==> config.mk <==
export PLATFORM = sky130hd
export DESIGN_NAME = bcd_serial_addsub
export DESIGN_NICKNAME = d
export VERILOG_FILES = /design/src/rtl/bcd_pkg.sv /design/src/rtl/bcd_digit_addsub.sv /design/src/rtl/bcd_serial_addsub.sv
export SDC_FILE = /design/constraint.sdc
export NUM_CORES = 1
export LEC_CHECK = 0
export CAP_MARGIN = 20
export CORE_MARGIN = 5
export CORE_UTILIZATION = 50
export CTS_CLUSTER_DIAMETER = 150
export DETAILED_ROUTE_END_ITERATION = 8
export GPL_ROUTABILITY_DRIVEN = 0
export HOLD_SLACK_MARGIN = 0.03
export PLACE_DENSITY = 0.85
export SYNTH_ARGS = -nofsm -noshare
export SYNTH_HDL_FRONTEND = slang
export SYNTH_SLANG_ARGS = --single-unit
==> constraint.sdc <==
create_clock -name clk -period 7.52 [get_ports clk]
set_input_delay 1.128 -clock clk [delete_from_list [all_inputs] [get_ports clk]]
set_output_delay 1.128 -clock clk [all_outputs]
set_load 0.02 [all_outputs]
==> src/rtl/bcd_pkg.sv <==
// Shared types and constants for the digit-serial BCD adder/subtractor.
// Latency: n/a (declarations only).
// Backpressure: n/a (declarations only).
package bcd_pkg;

    typedef logic [3:0] bcd_digit_t;

    typedef enum logic {
        IDLE = 1'b0,
        RUN  = 1'b1
    } addsub_state_t;

    localparam int   BCD_RADIX = 10;
    localparam logic OP_ADD    = 1'b0;
    localparam logic OP_SUB    = 1'b1;

endpackage

==> src/rtl/bcd_digit_addsub.sv <==
// Single BCD digit add/subtract with carry/borrow in and out.
// Latency: combinational, zero cycles.
// Backpressure: none, pure function of its inputs.
//
// Ports:
//   x, y  : operand digits (BCD 0..9; other codes give a deterministic result)
//   cin   : incoming carry (add) or borrow (sub)
//   op    : OP_ADD or OP_SUB (x - y)
//   z     : result digit
//   cout  : outgoing carry (add) or borrow (sub)
module bcd_digit_addsub
    import bcd_pkg::*;
(
    input  bcd_digit_t x,
    input  bcd_digit_t y,
    input  logic       cin,
    input  logic       op,
    output bcd_digit_t z,
    output logic       cout
);

    logic [4:0] w_sum;
    logic [4:0] w_diff;

    // Sum fits in 5 bits even for 15+15+1.
    assign w_sum  = {1'b0, x} + {1'b0, y} + {4'b0, cin};
    // Difference spans -16..15, so a 5-bit two's complement value holds it;
    // bit 4 is the sign.
    assign w_diff = {1'b0, x} - {1'b0, y} - {4'b0, cin};

    always_comb begin
        z    = '0;
        cout = 1'b0;
        if (op == OP_SUB) begin
            if (w_diff[4]) begin
                // Low nibble plus ten is the mod-16 image of t + 10.
                z    = w_diff[3:0] + 4'(BCD_RADIX);
                cout = 1'b1;
            end else begin
                z    = w_diff[3:0];
            end
        end else begin
            if (w_sum >= 5'(BCD_RADIX)) begin
                z    = w_sum[3:0] - 4'(BCD_RADIX);
                cout = 1'b1;
            end else begin
                z    = w_sum[3:0];
            end
        end
    end

endmodule

==> src/rtl/bcd_serial_addsub.sv <==
// Digit-serial BCD add/sub, LSD first, carry/borrow chained across a word.
// Latency: one cycle from digit accept to result valid; 1 digit/cycle.
// Backpressure: single output register; in_ready = !out_valid || out_ready.
//
// Ports:
//   clk, rst                  : clock, synchronous active-high reset
//   s                         : 0 add, 1 subtract; sampled on a word's first digit
//   in_valid/in_ready         : operand stream handshake
//   x_digit, y_digit, in_last : operand digits and most-significant-digit marker
//   out_valid/out_ready       : result stream handshake
//   z_digit, out_last         : result digit and word-end marker
//   out_carry                 : final carry/borrow, only nonzero with out_last
//   err                       : sticky invalid-digit flag (BCD_ADDSUB_CHECK_EN), else 0
//
// Optional feature macro: BCD_ADDSUB_CHECK_EN enables digit range checking.
module bcd_serial_addsub
    import bcd_pkg::*;
#(
    parameter int NDIGITS = 4
) (
    input  logic       clk,
    input  logic       rst,
    input  logic       s,
    input  logic       in_valid,
    output logic       in_ready,
    input  bcd_digit_t x_digit,
    input  bcd_digit_t y_digit,
    input  logic       in_last,
    output logic       out_valid,
    input  logic       out_ready,
    output bcd_digit_t z_digit,
    output logic       out_last,
    output logic       out_carry,
    output logic       err
);

    localparam int CW = $clog2(NDIGITS + 1);

    addsub_state_t r_state;
    addsub_state_t w_state_nxt;
    logic [CW-1:0] r_cnt;
    logic [CW-1:0] w_cnt_nxt;
    logic [CW-1:0] w_cnt_step;

    logic          r_op;
    logic          r_carry;
    logic          r_out_valid;
    bcd_digit_t    r_z;
    logic          r_out_last;
    logic          r_out_carry;

    logic          w_accept;
    logic          w_first;
    logic          w_op;
    logic          w_cin;
    logic          w_word_end;
    bcd_digit_t    w_core_z;
    logic          w_core_cout;
    bcd_digit_t    w_z;
    logic          w_cout;

    assign in_ready  = !r_out_valid || out_ready;
    assign w_accept  = in_valid && in_ready;
    assign w_first   = (r_state == IDLE);

    // The first digit of a word takes the live op and a clean carry; later
    // digits use the latched values so mid-word changes of s are ignored.
    assign w_op      = w_first ? s    : r_op;
    assign w_cin     = w_first ? 1'b0 : r_carry;

    assign w_cnt_step = w_first ? CW'(1) : (r_cnt + CW'(1));
    assign w_word_end = in_last || (w_cnt_step == CW'(NDIGITS));

    bcd_digit_addsub u_core (
        .x    (x_digit),
        .y    (y_digit),
        .cin  (w_cin),
        .op   (w_op),
        .z    (w_core_z),
        .cout (w_core_cout)
    );

`ifdef BCD_ADDSUB_CHECK_EN
    logic w_bad;
    logic r_err;

    assign w_bad  = (x_digit > 4'(BCD_RADIX - 1)) || (y_digit > 4'(BCD_RADIX - 1));
    // A bad digit yields zero and does not propagate a carry/borrow.
    assign w_z    = w_bad ? '0   : w_core_z;
    assign w_cout = w_bad ? 1'b0 : w_core_cout;
    assign err    = r_err;

    always_ff @(posedge clk) begin
        if (rst) begin
            r_err <= 1'b0;
        end else if (w_accept && w_bad) begin
            r_err <= 1'b1;
        end
    end
`else
    assign w_z    = w_core_z;
    assign w_cout = w_core_cout;
    assign err    = 1'b0;
`endif

    // Word sequencing: a first digit that is also the last never leaves IDLE.
    always_comb begin
        w_state_nxt = r_state;
        w_cnt_nxt   = r_cnt;
        if (w_accept) begin
            if (w_word_end) begin
                w_state_nxt = IDLE;
                w_cnt_nxt   = '0;
            end else begin
                w_state_nxt = RUN;
                w_cnt_nxt   = w_cnt_step;
            end
        end
    end

    always_ff @(posedge clk) begin
        if (rst) begin
            r_state <= IDLE;
            r_cnt   <= '0;
        end else begin
            r_state <= w_state_nxt;
            r_cnt   <= w_cnt_nxt;
        end
    end

    // Datapath and output register. An accept overwrites the register even
    // when the current result is being drained, so streaming has no bubble.
    always_ff @(posedge clk) begin
        if (rst) begin
            r_op        <= OP_ADD;
            r_carry     <= 1'b0;
            r_out_valid <= 1'b0;
            r_z         <= '0;
            r_out_last  <= 1'b0;
            r_out_carry <= 1'b0;
        end else if (w_accept) begin
            if (w_first) begin
                r_op <= s;
            end
            r_carry     <= w_cout;
            r_out_valid <= 1'b1;
            r_z         <= w_z;
            r_out_last  <= w_word_end;
            r_out_carry <= w_word_end && w_cout;
        end else if (out_ready) begin
            r_out_valid <= 1'b0;
        end
    end

    assign out_valid = r_out_valid;
    assign z_digit   = r_z;
    assign out_last  = r_out_last;
    assign out_carry = r_out_carry;

endmodule

Word level (Yosys, flattened, before mapping):

Index checks and enable logic that the tools add are counted.

* flip-flop bits (word level): 13
* bits of input ports: 14
* output and inout bits: 9
* word-level logic and storage cells: 36

* $add $sub $neg: 7
* $lt $le $gt $ge: 1
* equal/unequal tests: 1
* muxes and demuxes: 13
* reduce and logical (&&, ||, !) cells: 6

Operator list (count)
* $mux 4: 3
* $mux 1: 8
* $mux 3: 2
* $add 4x4->5: 1
* $add 5x1->5: 1
* $ge 5x4->1 const B: 1
* $sub 4x4->5: 1
* $sub 5x1->5: 1
* $add 4x4->4 const B: 1
* $sub 4x4->4 const B: 1
* $add 3x1->3 const B: 1
* $eq 3x3->1 const B: 1
* $logic_and 1x1->1: 2
* $logic_or 1x1->1: 2
* $reduce_bool 2->1: 1
* $logic_not 1->1: 1

Logic depth before layout (Yosys ltp):

* depth after elaboration: 6
* gate-level depth with buffers: 13
* depth with buffers taken out: 12

Modules after synthesis:

Synthesis repeated with hierarchy kept, for this count alone.

* cell total of the unflattened synthesis: 147
* area total of the unflattened synthesis: 1214.9 µm²

By module, submodules not included
* bcd_digit_addsub: instances 1, cells each 79, area an instance 654.4 µm², sequential area each 0.0 µm²
* bcd_serial_addsub: instances 1, cells each 68, area an instance 560.5 µm², sequential area each 260.2 µm²

Worst setup path after synthesis:

Ideal clock, no wire load.

* path type: input-to-reg
* start: input port x_digit[0]
* end: register r_out_carry (netlist: out_carry)
* library setup time: 0.091 ns
* data arrival time: 3.286 ns
* data required time: 7.429 ns
* slack: 4.143 ns
* stages: 10
* buffers on the path: 0
* cell sequence: inv_1 > fa_1 > fa_1 > xnor2_4 > ha_1 > inv_1 > a31oi_1 > o31ai_2 > nand2_1 > a311oi_1

* cells in the longest elaborated chain, start to end: 6
* elaborated cells between the ends (all ways): 9
* classes of those cells: add/sub (4); order compare (1); mux (3); reduce/logical (1)

Ends and longest elaborated chain
* start, declared: line bcd_serial_addsub.sv:26 `input bcd_digit_t x_digit,`
* $add 4x4->5: line bcd_digit_addsub.sv:26 `assign w_sum = {1'b0, x} + {1'b0, y} + {4'b0, cin};`
* $add 5x1->5: line bcd_digit_addsub.sv:26
* $ge 5x4->1: line bcd_digit_addsub.sv:43 `if (w_sum >= 5'(BCD_RADIX)) begin`
* $mux 1: line bcd_digit_addsub.sv:43
* $mux 1 (*): line bcd_digit_addsub.sv:34 `if (op == OP_SUB) begin`
* $logic_and 1x1->1 (*): line bcd_serial_addsub.sv:149 `r_out_carry <= w_word_end && w_cout;`
* end signal, assigned: line bcd_serial_addsub.sv:149
* end, declared: line bcd_serial_addsub.sv:50 `logic r_out_carry;`

Mark *: on every way between the ends. The rest lies on a longest branch, timed or not.
A chain may end at the register's enable or synchronous reset.

Final worst setup path:

Ends and elaborated chain as after synthesis.

==> results.py <==
metrics = {
    "run_status": {
        "status": "complete, no violations",
    },
    "setup_path": {
        "required_ns": 7.71,
        "reg2reg_setup_slack_ns": 4.49,
        "crit_type": "in2reg",
        "crit_path_start": "x_digit[0]",
        "start_kind": "primary input",
        "rr_startpoint": "r_state",
        "crit_end": "out_carry",
        "end_kind": "register",
        "arrival_ns": 4.03,
        "r2r-end": "out_carry",
        "worstRegToRegCells": 10,
        "crit_path_max_fanout": 3,
    },
    "sta": {
        "setup-tns-final_ns": 0,
        "max_clock_freq_mhz": 260,
        "relSlewSlack_pct": 58.6,
        "rsz0062_at_grt": "false",
        "setup_ws_ns": 3.67,
        "skew_ns": 0.00159,
        "drv_slew": 0,
        "finalHoldViolCount": 0,
        "setup_viol": 0,
        "min_period_over_period_pct": 51.1,
        "tightest_slew_ns": 0.616,
        "holdWs_ns": 0.491,
        "min_period_ns": 3.85,
    },
    "synth": {
        "seq_area_frac_synth_pct": 21.6,
        "ys_ff_latch": 13,
        "netlist.area_leader.share_pct": 21.6,
        "synth.largest_area_cell": "dfxtp_1",
        "syn_inst": 140,
        "synthTopCellsByArea": "dfxtp_1 (22%), ha_1 (12%), fa_1 (6.6%)",
        "synth.avg_cell_area_um2": 8.62,
        "syn-num-nets": 170,
        "syn-cell-area_mm2": 0.00121,
        "synth_cell_types": 43,
        "yosysWarnings": 0,
    },
    "cts": {
        "cts_buffer_depth": 2,
        "cts_setup_buffers": 0,
        "cts-root-buf": "clkbuf_4",
        "cts_resized": 0,
        "cts_buffers": 3,
        "clock_sinks": 13,
        "cts_tree": "done",
        "clk_pin_slew_ns": 0.08,
        "worst_skew_pair.late_latency_ns": 0.27,
        "cts_hold_buf": 0,
        "htree_levels": 1,
    },
    "drt": {
        "wl_met3_um": 134,
        "via_per_inst": 5.89,
        "num_vias": 1101,
        "postRouteAntennaNets": 0,
        "met1_length_um": 1230,
        "drc": 0,
        "met2WireLength_um": 1390,
        "wl_per_cell_um": 14.9,
        "drtPass1Iterations": 4,
        "drt-initial-drc-count": 35,
        "routed.top_layer": "met4",
        "wl_um": 2780,
    },
    "die": {
        "io_pins": 23,
        "die_h_um": 59.1,
        "coreArea_mm2": 0.00225,
        "dieArea_mm2": 0.00350,
        "die_w_um": 59.1,
        "initial_core_util_pct": 53.6,
        "fp-row-count": 17,
    },
    "job": {
        "maxCapViolCount": 0,
    },
    "layout": {
        "layout.cells.most_common_list": "clkdlybuf4s50_1 (21), inv_1 (15), dfxtp_1 (13), ha_1 (12), a21oi_1 (11)",
        "synthToLayoutAreaGrowth_pct": 19.7,
        "fillers": 206,
        "layout.nets": 190,
        "n_antenna_cell": 0,
        "final_common_cell": "clkdlybuf4s50_1",
        "drive_gt1_share_pct": 5.66,
    },
    "worst_hold_path": {
        "min_path_type": "reg2reg",
        "holdPathStages": 2,
    },
    "placed_design": {
        "hpwl_um": 2200,
        "placement.io_buffers": 21,
        "dpl_worst_slack_ns": 3.40,
    },
    "power": {
        "vdd_ir_drop_max_v": 0.000105,
        "power_per_cell_area_mw_per_mm2": 157,
        "p_leak_nw": 0.595,
    },
    "global_route": {
        "grt_pass1_wl_um": 4700,
        "antenna_found_initial": 0,
        "grt_max_degree": 16,
        "grt_pass1_vias": 1055,
        "grt_overflow": 0,
        "grt.total_usage_pct": 17.0,
    },
}
worst min-delay path by stage:
stage / from / end / slack (ns)
2_1_floorplan: r_carry / r_carry / 0.46
3_3_place_gp: z_digit[0] / z_digit[0] / 0.47
3_5_place_dp: out_last / out_last / 0.48
4_1_cts: out_last / out_last / 0.49
5_1_grt: out_carry / out_carry / 0.52
6_report: out_last / out_last / 0.49
power by group:
| group | switching (mW) | internal, mW | leakage (nW) |
|---|---|---|---|
| Clock | 0.0229 | 0.0206 | 0.0150 |
| Combinational | 0.0551 | 0.0504 | 0.473 |
| Sequential | 0.00372 | 0.0748 | 0.107 |
Yosys cell counts:
master,instances
a211o_1,2
a211oi_1,2
a211oi_2,1
a21oi_1,11
a221oi_1,1
a22o_1,1
a311oi_1,2
a31oi_1,5
and2_1,3
and3_1,1
buf_4,1
buf_6,1
clkbuf_1,4
conb_1,1
dfxtp_1,13
fa_1,4
ha_1,12
inv_1,15
mux2_2,1
mux2i_1,2
nand2_1,7
nand2b_1,3
nand3b_1,2
nor2_1,9
nor2b_1,3
nor3_1,5
nor3_2,1
nor3b_1,2
nor3b_2,1
nor4_1,3
o211ai_1,1
o21ai_0,1
o21bai_1,4
o221ai_1,1
o22ai_1,1
o2bb2ai_1,1
o31ai_1,1
o31ai_2,1
or3b_1,1
xnor2_1,4
xnor2_4,1
xnor3_1,1
xor2_1,3
cell type report:
cell class,count,area [µm²],area share [%]
timing repair buffer,21,210,14.5
inverter,15,56.3,3.90
sequential,13,260,18.0
multi-input combinational,106,857,59.3
clock buffer,4,26.3,1.82
tap,28,35.0,2.42
cell families after synthesis:
group	synth area share, %
buf+inv	7.46
simple gates	18.9
other cells	0.311
fa+ha+maj	19.1
flops	21.6
xor+xnor	9.22
mux	2.59
compound gates	20.9
flip-flops by register name, summed over array words and instances, names as in the netlist:
name       count
z_digit        4
r_cnt          3
out_carry      1
out_last       1
out_valid      1
r_carry        1
r_op           1
r_state        1
stage by stage:
step                      cells  instance area [µm²]  util, %  power (mW)
after global routing        187                 1450     64.1       0.243
after detailed placement    183                 1420     62.9       0.185
after floorplan             140                 1210        -       0.154
after global placement      183                 1420     62.9       0.181
final                       187                 1450     64.1       0.227
after CTS                   187                 1450     64.1       0.227
layer usage:
metal | global-route usage, % | up-vias
met1 | 22.1 | 527
met2 | 28.4 | 34
met3 | 3.49 | 2
met4 | 4.21 | 0
met5 | 0 | -
li1 | - | 538
worst max-delay path, cell delays in order:
cell	delay, ns
clkdlybuf4s50_1	0.46
inv_1	0.08
fa_1	0.51
fa_1	0.51
xnor2_4	0.18
ha_1	0.26
inv_1	0.06
a31oi_1	0.05
o31ai_2	0.41
nand2_1	0.12
a311oi_1	0.26
No activity file was read; power rests on OpenSTA's default activity.
